## config.mk

```make
export PLATFORM = sky130hd
export DESIGN_NAME = hps_reset_arbiter
export DESIGN_NICKNAME = d
export VERILOG_FILES = /design/src/rtl/hps_reset_arbiter.sv
export SDC_FILE = /design/constraint.sdc
export NUM_CORES = 1
export LEC_CHECK = 0
export CORE_MARGIN = 2
export CORE_UTILIZATION = 45
export DETAILED_ROUTE_END_ITERATION = 16
export MAX_ROUTING_LAYER = met4
export PLACE_DENSITY = 0.69
export SLEW_MARGIN = 20
export SYNTH_ARGS = -nofsm -noshare
export SYNTH_HDL_FRONTEND = slang
export SYNTH_SLANG_ARGS = --single-unit
```

## constraint.sdc

```tcl
create_clock -name clk -period 1.9 [get_ports clk]
set_input_delay 0.285 -clock clk [delete_from_list [all_inputs] [get_ports clk]]
set_output_delay 0.285 -clock clk [all_outputs]
set_load 0.1 [all_outputs]
```

## src/rtl/hps_reset_arbiter.sv

```systemverilog
// -----------------------------------------------------------------------------
// hps_reset_arbiter
//
// Sequences the HPS reset-request lines (cold, warm, debug). Rising edges on the
// three level request inputs are detected, arbitrated by fixed priority
// (cold > warm > debug) and turned into exactly one fixed-width active-high
// reset pulse at a time. Each pulse is followed by a hold-off window during
// which no new pulse may start. Requests arriving while busy are remembered in
// a pending mask and issued later. A running pulse is never preempted.
//
// Optional status outputs (last_type, issue_count) are compiled in when the
// macro HPS_RST_ARB_STATUS_EN is defined. The default build leaves them out.
//
// Ports:
//   clk          in   1  system clock
//   reset_n      in   1  asynchronous active-low reset
//   req          in   3  level requests [0] cold, [1] warm, [2] debug
//   arm          in   3  per-type enable; 0 ignores edges and drops pending
//   cold_reset   out  1  registered cold reset pulse
//   warm_reset   out  1  registered warm reset pulse
//   debug_reset  out  1  registered debug reset pulse
//   busy         out  1  high while a pulse or its hold-off window is running
//   pending      out  3  captured but not yet issued requests
//   last_type    out  2  (HPS_RST_ARB_STATUS_EN) 0 none, 1 cold, 2 warm, 3 debug
//   issue_count  out  8  (HPS_RST_ARB_STATUS_EN) saturating count of pulses
//   fsm_state    out  2  FSM state: 0 IDLE, 1 ASSERT, 2 HOLDOFF
//
// Handshake: there is none; req is a level input sampled every clock and only
// its rising edges matter. Outputs are plain levels, no acknowledge exists.
// -----------------------------------------------------------------------------
module hps_reset_arbiter #(
    parameter int COLD_PULSE  = 6,
    parameter int WARM_PULSE  = 2,
    parameter int DEBUG_PULSE = 32,
    parameter int HOLDOFF     = 1000,
    parameter int CNT_WIDTH   = 16
) (
    input  logic       clk,
    input  logic       reset_n,
    input  logic [2:0] req,
    input  logic [2:0] arm,
    output logic       cold_reset,
    output logic       warm_reset,
    output logic       debug_reset,
    output logic       busy,
    output logic [2:0] pending,
`ifdef HPS_RST_ARB_STATUS_EN
    output logic [1:0] last_type,
    output logic [7:0] issue_count,
`endif
    output logic [1:0] fsm_state
);

    // -------------------------------------------------------------------------
    // Parameter legality, checked at elaboration
    // -------------------------------------------------------------------------
    localparam longint CNT_MAX = (longint'(1) << CNT_WIDTH) - 1;

    if (CNT_WIDTH < 1 || CNT_WIDTH > 31) begin : g_bad_cnt_width
        $error("hps_reset_arbiter: CNT_WIDTH must be in 1..31");
    end
    if (COLD_PULSE < 1 || longint'(COLD_PULSE) > CNT_MAX) begin : g_bad_cold
        $error("hps_reset_arbiter: COLD_PULSE must be in 1..2^CNT_WIDTH-1");
    end
    if (WARM_PULSE < 1 || longint'(WARM_PULSE) > CNT_MAX) begin : g_bad_warm
        $error("hps_reset_arbiter: WARM_PULSE must be in 1..2^CNT_WIDTH-1");
    end
    if (DEBUG_PULSE < 1 || longint'(DEBUG_PULSE) > CNT_MAX) begin : g_bad_debug
        $error("hps_reset_arbiter: DEBUG_PULSE must be in 1..2^CNT_WIDTH-1");
    end
    if (HOLDOFF < 0 || longint'(HOLDOFF) > CNT_MAX) begin : g_bad_holdoff
        $error("hps_reset_arbiter: HOLDOFF must be in 0..2^CNT_WIDTH-1");
    end

    // Counter load values. The counter counts down to zero inclusive, so a
    // window of N cycles is loaded with N-1.
    localparam logic [CNT_WIDTH-1:0] COLD_LOAD  = CNT_WIDTH'(COLD_PULSE - 1);
    localparam logic [CNT_WIDTH-1:0] WARM_LOAD  = CNT_WIDTH'(WARM_PULSE - 1);
    localparam logic [CNT_WIDTH-1:0] DEBUG_LOAD = CNT_WIDTH'(DEBUG_PULSE - 1);
    localparam logic [CNT_WIDTH-1:0] HOLD_LOAD  =
        (HOLDOFF > 0) ? CNT_WIDTH'(HOLDOFF - 1) : '0;
    localparam logic [CNT_WIDTH-1:0] CNT_ONE    = CNT_WIDTH'(1);

    typedef enum logic [1:0] {
        ST_IDLE    = 2'd0,
        ST_ASSERT  = 2'd1,
        ST_HOLDOFF = 2'd2
    } state_t;

    // -------------------------------------------------------------------------
    // State and datapath registers
    // -------------------------------------------------------------------------
    state_t               state;
    state_t               state_nxt;
    logic [CNT_WIDTH-1:0] cnt;
    logic [CNT_WIDTH-1:0] cnt_nxt;
    logic [2:0]           req_d;     // req history for edge detection
    logic [2:0]           pend;
    logic [2:0]           pend_nxt;
    logic [2:0]           sel;       // one-hot type of the pulse being driven
    logic [2:0]           sel_nxt;

    // -------------------------------------------------------------------------
    // Edge detection and arbitration
    // -------------------------------------------------------------------------
    logic [2:0] edges;
    logic [2:0] cand;
    logic [2:0] win;
    logic       issue;

    always_comb begin
        edges = req & ~req_d & arm;
        // A pending bit whose arm has just dropped must not win this cycle.
        cand  = edges | (pend & arm);
        win   = 3'b000;
        if (cand[0]) begin
            win = 3'b001;
        end else if (cand[1]) begin
            win = 3'b010;
        end else if (cand[2]) begin
            win = 3'b100;
        end
        issue = (state == ST_IDLE) && (cand != 3'b000);
    end

    // -------------------------------------------------------------------------
    // FSM process 1: state register (plus datapath registers it owns)
    // -------------------------------------------------------------------------
    always_ff @(posedge clk or negedge reset_n) begin
        if (!reset_n) begin
            state <= ST_IDLE;
            cnt   <= '0;
            // All ones: a request already high when reset releases is not
            // seen as a new edge.
            req_d <= 3'b111;
            pend  <= 3'b000;
            sel   <= 3'b000;
        end else begin
            state <= state_nxt;
            cnt   <= cnt_nxt;
            req_d <= req;
            pend  <= pend_nxt;
            sel   <= sel_nxt;
        end
    end

    // -------------------------------------------------------------------------
    // FSM process 2: next-state, counter, pulse-type and pending logic
    // -------------------------------------------------------------------------
    always_comb begin
        state_nxt = state;
        cnt_nxt   = cnt;
        sel_nxt   = sel;

        unique case (state)
            ST_IDLE: begin
                if (issue) begin
                    state_nxt = ST_ASSERT;
                    sel_nxt   = win;
                    if (win[0]) begin
                        cnt_nxt = COLD_LOAD;
                    end else if (win[1]) begin
                        cnt_nxt = WARM_LOAD;
                    end else begin
                        cnt_nxt = DEBUG_LOAD;
                    end
                end
            end
            ST_ASSERT: begin
                if (cnt == '0) begin
                    sel_nxt = 3'b000;
                    if (HOLDOFF == 0) begin
                        state_nxt = ST_IDLE;
                    end else begin
                        state_nxt = ST_HOLDOFF;
                        cnt_nxt   = HOLD_LOAD;
                    end
                end else begin
                    cnt_nxt = cnt - CNT_ONE;
                end
            end
            ST_HOLDOFF: begin
                if (cnt == '0) begin
                    state_nxt = ST_IDLE;
                end else begin
                    cnt_nxt = cnt - CNT_ONE;
                end
            end
            default: begin
                state_nxt = ST_IDLE;
                sel_nxt   = 3'b000;
                cnt_nxt   = '0;
            end
        endcase

        // Capture new edges, merge repeats, drop anything disarmed.
        pend_nxt = (pend | edges) & arm;
        if (issue) begin
            if (win[0]) begin
                // A cold reset supersedes everything, including edges that
                // arrive in the same cycle.
                pend_nxt = 3'b000;
            end else begin
                pend_nxt = pend_nxt & ~win;
            end
        end
    end

    // -------------------------------------------------------------------------
    // FSM process 3: outputs. The reset lines come straight from the sel
    // register, which is only non-zero in ASSERT.
    // -------------------------------------------------------------------------
    always_comb begin
        cold_reset  = sel[0];
        warm_reset  = sel[1];
        debug_reset = sel[2];
        busy        = (state != ST_IDLE);
        pending     = pend;
        fsm_state   = state;
    end

`ifdef HPS_RST_ARB_STATUS_EN
    // -------------------------------------------------------------------------
    // Status: type of the most recent pulse and a saturating pulse count,
    // both updated on the edge that enters ASSERT.
    // -------------------------------------------------------------------------
    logic [1:0] type_code;

    always_comb begin
        type_code = 2'd3;
        if (win[0]) begin
            type_code = 2'd1;
        end else if (win[1]) begin
            type_code = 2'd2;
        end
    end

    always_ff @(posedge clk or negedge reset_n) begin
        if (!reset_n) begin
            last_type   <= 2'd0;
            issue_count <= 8'd0;
        end else if (issue) begin
            last_type <= type_code;
            if (issue_count != 8'hFF) begin
                issue_count <= issue_count + 8'd1;
            end
        end
    end
`endif

endmodule

```

* Word-level counts from Yosys, hierarchy flattened
Index checks and enable logic that the tools add are counted. W data, S select, Z words.
Operators by class: add/sub/neg operators 1, eq/ne operators 6, mux-type cells 18, reductions and logical operators 8, bitwise operators 10
Operator list (number):
- $mux W16 | 3
- $pmux W16 S3 | 1
- $mux W3 | 7
- $logic_not A16 Y1 | 1
- $sub A16 B1 Y16 const B | 1
- $and A3 B3 Y3 | 5
- $mux W5 | 2
- $pmux W3 S3 | 1
- $ne A2 B2 Y1 const B | 4
- $mux W2 | 3
- $not A3 Y3 | 2
- $or A3 B3 Y3 | 2
- $pmux W2 S3 | 1
- $reduce_and A3 Y1 | 2
- $reduce_bool A3 Y1 | 1
- $eq A2 B1 Y1 const B | 1
- $eq A2 B2 Y1 const B | 1
- $logic_not A2 Y1 | 1
- $reduce_and A2 Y1 | 1
- $reduce_bool A2 Y1 | 1
- $logic_and A1 B1 Y1 | 1
- $not A1 Y1 | 1
Storage, ports and cells: register bits 27, word-level logic and storage cells 48, output and inout port bits 9

* Depth between registers and ports, before layout
Gate-level depths: netlist of the first run.
word-level depth 11, mapped depth 7

* Least setup slack after synthesis of the first run
Ideal clock, no wire load.
path kind reg2reg, start point register state[1], in the netlist fsm_state[1], end point register cnt[2], clock period less this slack 2992 ps, slack -1092 ps, arrival time 2868 ps, buffers on the path 1, stages on the path, launching flop included 7, cell sequence dfrtp_1 buf_2 nor2_8 inv_1 nor4_2 nor2_1 mux2_2
On the way: cells in the longest elaborated chain, start to end 4
RTL lines:
- start, declared | RTL line 93 | state_t state;
- start signal, assigned | RTL line 139 | state <= state_nxt;
- $logic_not A2 Y1 | RTL line 123, 155
- $logic_and A1 B1 Y1 | RTL line 123 | issue = (state == ST_IDLE) && (cand != 3'b000);
- $ne A2 B2 Y1 (no source line)
- $reduce_and A2 Y1 (no source line)
- end signal, assigned | RTL line 140 | cnt <= cnt_nxt;
- end, declared | RTL line 95 | logic [CNT_WIDTH-1:0] cnt;
Parallel ways exist; a longest one is shown, timed or not. A chain may end at the register's enable or synchronous reset.

* Worst setup path after layout of the first run
start point register cnt[13], end point register cnt[15]
On the way: cells in the longest elaborated chain, start to end 3
RTL lines:
- $sub A16 B1 Y16 / $logic_not A16 Y1 (equally long branches)
- $mux W16 (tied with other cells) | RTL line 183 | if (cnt == '0) begin
- $pmux W16 S3 / $reduce_and A2 Y1 (equally long branches)
Parallel ways exist; a longest one is shown, timed or not. The select of a mux whose other input is x is not followed.

==> impl_metrics.tcl, run 1 <==
set metrics [dict create \
    end_kind "register" \
    antenna_found_initial 0 \
    synthTopCellsByArea "dfrtp_1 (39%), dfstp_2 (5.1%), a21oi_1 (4.5%)" \
    post-route-util 0.7018 \
    yosysTopAreaCell "dfrtp_1" \
    setup_viol 2 \
    r2r_slack_ns -0.06 \
    rows 21 \
    finalCriticalPeriod_ns 1.956 \
    holdWs_ns 0.3140 \
    seq_power_share 0.329 \
    worstRegToRegCells 4 \
    relSlewSlack 0.6123 \
    grt_max_degree 28 \
    synth.top_cell.area_share 0.3874 \
    avgSynthCellArea_um2 9.629 \
    path_class "reg -> reg" \
    internal-power_mw 1.596 \
    p_total_mw 2.862 \
    drt_wl_total_um 4500 \
    worstSetupStartpoint "cnt[13]" \
    clk_path_buf_depth 2 \
    arrival_ns 2.22 \
    yosysMostFrequentCell "dfrtp_1" \
    ir_drop_v 0.0009244 \
    root_buffer "clkbuf_4" \
    die_y_um 62.70 \
    clk_pin_slew_ns 0.14 \
    hp-class "in -> async" \
    htreeDepth 1 \
    grt_first_pass_wirelength_um 7417 \
    crit_fanout 2 \
    async_flop_share 1.000 \
    grt.total_usage 0.2385 \
    ys_ff_latch 27 \
    slew_viol_final 0 \
    p_per_area_nw_per_um2 1232 \
    yosys_warnings 0 \
    drt_iter0_markers 63 \
    cp.required_ns 2.17 \
    dieArea_um2 3931 \
    rsz0062_at_grt "yes" \
    synth_fp_nets 171 \
    area_growth_pct 49.88 \
    place.port_buffers 16 \
    r2r-end "cnt[15]" \
    routed_via_density 5.810 \
    fin_worst_skew_ns 0.001431 \
    combPwrFrac 0.584 \
    synth_flop_cell "dfrtp_1" \
    grt_pass1_vias 1652 \
    fin_crit_sh 1.030 \
    dp_slack_ns -0.2095 \
    cts_made_buffers 3 \
    synthCells 161 \
    swShare 0.4425 \
    fmax_ghz 0.5112 \
    detail_route.wl_per_cell_um 16.79 \
    drcViolationCount 0 \
    core-area_um2 3311 \
    cts.sinks 27 \
    die_x_um 62.70 \
    initial_core_util 0.4683 \
    timing.final.hold_violations 0 \
    clockPowerShare 0.086 \
    status "finished, violations left" \
    ys_top_cells_by_count "dfrtp_1 (24), a21oi_1 (14), o21ai_0 (10)" \
    overflow 0 \
    r2r-start "cnt[13]" \
    fin_ws_ns -0.05618 \
    cap_violations 0 \
    insertedDiodeCount 0 \
    ioPinCount 17 \
    drt_pass1_iterations 4 \
    dp_hpwl_um 3090 \
    power_leakage_nw 0.9638 \
    nets 233 \
    final_layout_size_suffix_gt1_frac 0.4550 \
    ant_nets 0 \
    net-switching-power_mw 1.267 \
    place_congestion 0.8535 \
    tightest_slew_ns 0.5804 \
    vias 1557 \
    ys_types 47 \
    seq_area_frac_synth 0.4383 \
    violations "negative setup slack" \
    cts_tree "done" \
    syn_area_um2 1550 \
    start_kind "register" \
    synth-edff-count 0 \
    clk_latency_ns 0.32 \
]
## state kept, by name (all words and copies together) (netlist names)
name and cells:
cnt 16, sel 3, fsm_state 2, req_d 3, pending 3
## stage by stage
stage,area (um2),cells,TNS (ns)
after global placement,2074,257,-0.6245
after global routing,2323,268,-0.7418
final,2323,268,-0.07440
after detailed placement,2074,257,-1.748
after CTS,2158,263,-0.05027
after floorplan,1583,161,-5.864
## what timing repair did
action	4_1_cts	5_1_grt
endpoints found under the setup margin	11	18
hold buffers	0	0
pin swaps	6	12
setup buffers	2	5
gates resized for setup	12	27
## layout make-up
| class | instances | area [um2] |
|---|---|---|
| clock buffer | 4 | 26.28 |
| fill | 267 | 987.2 |
| inverter | 8 | 33.78 |
| multi-input combinational | 123 | 1001 |
| sequential | 27 | 684.4 |
| tap | 46 | 57.56 |
| timing repair buffer | 60 | 520.5 |
## worst max-delay path by stage
| stage | end | slack, ns | depth (start not counted) |
|---|---|---|---|
| 2_1_floorplan | cnt[2] | -0.51 | 6 |
| 3_3_place_gp | sel[2] | -0.07 | 8 |
| 3_5_place_dp | cnt[14] | -0.21 | 7 |
| 4_1_cts | cnt[15] | -0.05 | 4 |
| 5_1_grt | cnt[15] | -0.12 | 6 |
| 6_report | cnt[15] | -0.06 | 4 |
## routing by layer
layer  track usage  wire length, um  up-vias
met5             -                0        -
met4        0.1000               68        0
met3       0.02342              185        8
met2        0.4140             2391       45
met1        0.2834             1855      769
li1              -                -      735
## kinds of logic (layout without fill, tap and decap cells)
logic type,Yosys count,in the layout,synth area share
AND/OR/NAND/NOR,62,62,0.2551
AO/OA/AOI/OAI,51,51,0.2155
flip-flops,27,27,0.4383
buffers and inverters,11,72,0.02744
XOR/XNOR,6,6,0.03390
adder cells (fa/ha/maj),2,2,0.01614
multiplexers,2,2,0.01372
## cells in the final DEF, fill, tap and decap left out, types with 3 or more instances in the layout
cell and n:
buf_4 46, dfrtp_1 22, o21ai_0 9, nor2_1 8, inv_1 7, a21oi_1 7, a21oi_2 7, nor3_1 7
clkdlybuf4s50_1 7, nand2_1 6, nor2b_1 5, nand3_1 4, nand4_1 4, o22ai_1 4, buf_6 4, o21a_1 3
nor4_4 3, or4_4 3, nand2b_1 3, o31ai_1 3, xor2_1 3, xnor2_1 3, clkbuf_4 3, buf_12 3
dfstp_2 3
## worst max-delay path, stage by stage (launching register included)
cell and delay (ns):
dfrtp_1 0.42, or4_4 0.55, or3_4 0.39, or4_4 0.42
a21oi_2 0.12
## power groups by stage
stage          Combinational [mW]  Clock (mW)  Sequential [mW]
2_1_floorplan               0.621           0             1.21
4_1_cts                      1.52       0.255            0.934
5_1_grt                      1.79       0.280            0.972
3_3_place_gp                 1.38           0            0.935
6_report                     1.67       0.247            0.942
3_5_place_dp                 1.43           0            0.945
Power figures use the tool's default switching activity.
==> run 2: changes to the inputs <==
--- a/config.mk
+++ b/config.mk
@@ -6,10 +6,9 @@
 export NUM_CORES = 1
 export LEC_CHECK = 0
 export CORE_MARGIN = 2
-export CORE_UTILIZATION = 45
+export CORE_UTILIZATION = 39
 export DETAILED_ROUTE_END_ITERATION = 16
 export MAX_ROUTING_LAYER = met4
-export PLACE_DENSITY = 0.69
 export SLEW_MARGIN = 20
 export SYNTH_ARGS = -nofsm -noshare
 export SYNTH_HDL_FRONTEND = slang
==> impl_metrics.tcl, run 2 (same netlist as run 1, synthesis figures left out) <==
set metrics [dict create \
    status "finished, violations left" \
    violations "negative setup slack" \
    relSlewSlack 0.7200 \
    final_cell_mix "buf_4 (43), dfrtp_1 (22), a21oi_1 (12)" \
    htreeDepth 1 \
    fin_crit_sh 1.058 \
    p_per_area_nw_per_um2 1285 \
    nets 229 \
    tightest_slew_ns 0.4155 \
    drt_pass1_iterations 4 \
    clk_pin_slew_ns 0.09 \
    grt_pass1_vias 1503 \
    p_total_mw 2.926 \
    hp-class "in -> async" \
    critPathTopFamily "simple AND/OR/NAND/NOR gates" \
    final_layout_size_suffix_gt1_frac 0.4083 \
    rsz0062_at_grt "yes" \
    grt_first_pass_wirelength_um 6920 \
    slowest_delay_ns 0.55 \
    root_buffer "clkbuf_8" \
    detail_route.wl_per_cell_um 15.86 \
    start_kind "register" \
    rows 22 \
    cp.required_ns 2.12 \
    drt_iter0_markers 71 \
    crit_buf_inv 0 \
    holdWs_ns 0.3696 \
    ioPinCount 17 \
    area_growth_pct 46.89 \
    dp_hpwl_um 3121 \
    cts_tree "done" \
    timing.final.hold_violations 0 \
    seqCellArea_um2 684.4 \
    ant_nets 0 \
    grt_max_degree 28 \
    n_fill_cell 333 \
    final_common_cell "buf_4" \
    r2r_slack_ns -0.11 \
    critPathMostFrequentCell "or4_4" \
    end_kind "register" \
    multi_input_area_um2 967.2 \
    crit_fanout 2 \
    insertedDiodeCount 0 \
    dieArea_um2 4495 \
    slew_viol_final 0 \
    met1Wirelength_um 1944 \
    fmax_ghz 0.4976 \
    routed.top_layer "met4" \
    vias 1464 \
    clk_latency_ns 0.28 \
    grt.total_usage 0.2133 \
    place_inst 257 \
    die_y_um 67.05 \
    cts_made_buffers 3 \
    met3_wirelength_um 87 \
    cts.sinks 27 \
    drcViolationCount 0 \
    ir_drop_v 0.0008566 \
    place.port_buffers 16 \
    setup_viol 3 \
    wl_met2_um 2126 \
    finalCriticalPeriod_ns 2.010 \
    die_x_um 67.05 \
    clk_path_buf_depth 2 \
    largest_register_ffs 16 \
    cap_violations 0 \
    initial_core_util 0.4141 \
    arrival_ns 2.23 \
    cpMaxStageDelayCell "or4_4" \
    place_congestion 0.8602 \
    overflow 0 \
    routed_via_density 5.504 \
    largest-register "cnt" \
    power_leakage_nw 0.9442 \
    path_cells "or4_4, or3_4, or4_4, a21oi_2" \
    core-area_um2 3744 \
    drt_wl_total_um 4218 \
    fin_worst_skew_ns 0.003950 \
    antenna_found_initial 0 \
    final_cells 266 \
    fin_ws_ns -0.1096 \
    path_class "reg -> reg" \
]
-- run 2: cell count changes in the layout (fill, tap and decap cells not counted), sizes merged --
cell / change
buf: -4
-- run 2: path summary, 6_finish.rpt --
| kind | from | to | cells after the start |
|---|---|---|---|
| hold / removal | reset_n | cnt[8] | 2 |
| setup / recovery | cnt[10] | cnt[15] | 4 |
| setup reg to reg | cnt[10] | cnt[15] | 4 |
| hold reg to reg | sel[1] | sel[1] | 2 |
| min in group clk | req[0] | req_d[0] | 1 |
| max in group asynchronous | reset_n | req_d[1] | 2 |
-- run 2: worst register-to-register path, delay by kind of cell (launching register included) --
| kind | cells | cell delay (ns) |
|---|---|---|
| DFF | 1 | 0.41 |
| and+or+nand+nor | 3 | 1.42 |
| AOI/OAI and AO/OA | 1 | 0.12 |
-- run 2: power breakdown --
group / internal (mW) / switching, mW
clock network: 0.151 / 0.185
logic: 0.733 / 0.902
registers: 0.770 / 0.185
-- run 2: cell type report --
cell class,count,area share
Inverter,8,0.01484
Multi-Input combinational cell,123,0.4247
Sequential cell,27,0.3005
Clock buffer,4,0.01978
Timing Repair Buffer,56,0.2137
Tap cell,48,0.02637
-- run 2: timing repair --
action	4_1_cts	5_1_grt
resized for setup	5	26
hold buffers	0	0
buffers inserted	2	3
pin swaps	3	10
setup endpoints to repair	14	19
gates cloned	0	0
-- run 2: per-layer routing --
layer,up-vias,GRT usage
li1,727,-
met2,21,0.3577
met3,5,0.02365
met4,0,0.08418
met5,-,-
met1,711,0.2622
-- run 2: metrics by stage --
step / util / area (um2) / TNS (ns) / setup WS [ns]
3_5_place_dp: 0.5508 / 2062 / -1.961 / -0.1462
6_report: 0.6083 / 2277 / -0.1836 / -0.1096
4_1_cts: 0.5725 / 2143 / -0.1686 / -0.07430
2_1_floorplan: - / 1583 / -5.864 / -0.5097
3_3_place_gp: 0.5508 / 2062 / -0.6680 / -0.07814
5_1_grt: 0.6083 / 2277 / -0.7346 / -0.1467
==> run 3: changes to the inputs <==
--- a/config.mk
+++ b/config.mk
@@ -5,8 +5,10 @@
 export SDC_FILE = /design/constraint.sdc
 export NUM_CORES = 1
 export LEC_CHECK = 0
+export ABC_CLOCK_PERIOD_IN_PS = 1900
 export CORE_MARGIN = 2
 export CORE_UTILIZATION = 39
+export CTS_BUF_LIST = sky130_fd_sc_hd__clkbuf_16
 export DETAILED_ROUTE_END_ITERATION = 16
 export MAX_ROUTING_LAYER = met4
 export SLEW_MARGIN = 20
==> impl_metrics.tcl, run 3 (same netlist as run 1, synthesis figures left out) <==
set metrics [dict create \
    swShare 0.4215 \
    root_buffer "clkbuf_16" \
    htreeDepth 1 \
    drt_pass1_iterations 4 \
    post-route-util 0.6374 \
    power_leakage_nw 0.9845 \
    arrival_ns 2.22 \
    r2r-start "cnt[10]" \
    largest-register "cnt" \
    fin_ws_ns -0.1239 \
    drcViolationCount 0 \
    clk_latency_ns 0.27 \
    vias 1496 \
    final_common_cell "buf_4" \
    start_kind "register" \
    die_x_um 67.05 \
    grt_first_pass_wirelength_um 6948 \
    fmax_ghz 0.4941 \
    antenna_found_initial 0 \
    combPwrFrac 0.541 \
    routed_via_density 5.582 \
    drt_wl_total_um 4465 \
    overflow 0 \
    insertedDiodeCount 0 \
    fin_worst_skew_ns 0.001712 \
    finalCriticalPeriod_ns 2.024 \
    ioPinCount 17 \
    clk_path_buf_depth 2 \
    tightest_slew_ns 0.4579 \
    relSlewSlack 0.6941 \
    holdWs_ns 0.3908 \
    slew_viol_final 0 \
    clk_pin_slew_ns 0.07 \
    end_kind "register" \
    place_congestion 0.8602 \
    internal-power_mw 1.817 \
    cts_made_buffers 3 \
    clockPowerShare 0.154 \
    seq_power_share 0.305 \
    largest_register_ffs 16 \
    final_cell_mix "buf_4 (44), dfrtp_1 (22), inv_1 (8), o21ai_0 (8), a21oi_1 (8)" \
    core-area_um2 3744 \
    initial_core_util 0.4141 \
    nets 231 \
    net-switching-power_mw 1.324 \
    dieArea_um2 4495 \
    cap_violations 0 \
    drt_iter0_markers 85 \
    grt_pass1_vias 1501 \
    path_class "reg -> reg" \
    violations "negative setup slack" \
    place.port_buffers 16 \
    rsz0062_at_grt "yes" \
    rows 22 \
    status "finished, violations left" \
    p_per_area_nw_per_um2 1316 \
    fin_crit_sh 1.065 \
    crit_fanout 2 \
    grt_max_degree 28 \
    worstSetupStartpoint "cnt[10]" \
    final_layout_size_suffix_gt1_frac 0.4636 \
    area_growth_pct 53.91 \
    dp_hpwl_um 3121 \
    ant_nets 0 \
    timing.final.hold_violations 0 \
    hp-class "in -> async" \
    setup_viol 8 \
    ir_drop_v 0.0008777 \
    grt.total_usage 0.2151 \
    cp.required_ns 2.10 \
    die_y_um 67.05 \
    detail_route.wl_per_cell_um 16.66 \
    cts_tree "done" \
    cts.sinks 27 \
]
## run 3: routing by layer
metal / global-route usage / up-vias / routed length, um / part of all wire
met3: 0.02872 / 5 / 94 / 0.021
met4: 0.08163 / 0 / 59 / 0.013
met5: - / - / 0 / 0
met1: 0.2600 / 742 / 1948 / 0.44
li1: - / 731 / - / -
met2: 0.3639 / 18 / 2362 / 0.53
## run 3: what timing repair did
| item | in CTS | in global routing |
|---|---|---|
| hold buffers | 0 | 0 |
| endpoints found under the setup margin | 14 | 19 |
| setup buffers | 2 | 4 |
| gates resized for setup | 5 | 40 |
| endpoints found under the hold margin | 0 | 0 |
| pin swaps | 3 | 15 |
| cloned | 0 | 1 |
## run 3: final cells by class
class	count	area [um2]
repair buffers	58	505.5
well taps	48	60.06
multi-input cells	123	1023
clock inverters	1	3.754
clock buffers	3	75.07
inverters	8	33.78
flip-flops and latches	27	684.4
fillers	310	1358
## run 3: power groups by stage
stage,clock [mW],combinational (mW),sequential [mW]
6_report,0.485,1.70,0.958
5_1_grt,0.516,1.82,0.979
4_1_cts,0.493,1.48,0.950
3_5_place_dp,0,1.44,0.934
3_3_place_gp,0,1.40,0.928
2_1_floorplan,0,0.621,1.21
## run 3: path summary, 6_finish.rpt
check | cells after the start | slack (ns) | to
max reg2reg | 4 | -0.12 | cnt[15]
min reg2reg | 2 | 0.54 | sel[0]
max in group asynchronous | 2 | 1.21 | req_d[2]
min in group clk | 1 | 0.44 | req_d[0]
max | 4 | -0.12 | cnt[15]
min | 2 | 0.39 | cnt[3]
## run 3: critical path, stage by stage (launching register included)
cell and delay, ns:
dfrtp_1 0.40, or4_4 0.55, or3_4 0.39, or4_4 0.48, a21oi_2 0.14
## run 3: metrics by stage
stage / power [mW] / instances / setup WS (ns) / cell area, um2 / TNS [ns]
after floorplan: 1.835 / 161 / -0.5097 / 1583 / -5.864
after global placement: 2.332 / 257 / -0.07814 / 2062 / -0.6680
after detailed placement: 2.370 / 257 / -0.1462 / 2062 / -1.961
after CTS: 2.922 / 263 / -0.06897 / 2177 / -0.1348
after global routing: 3.315 / 268 / -0.1676 / 2386 / -1.160
final: 3.141 / 268 / -0.1239 / 2386 / -0.3513
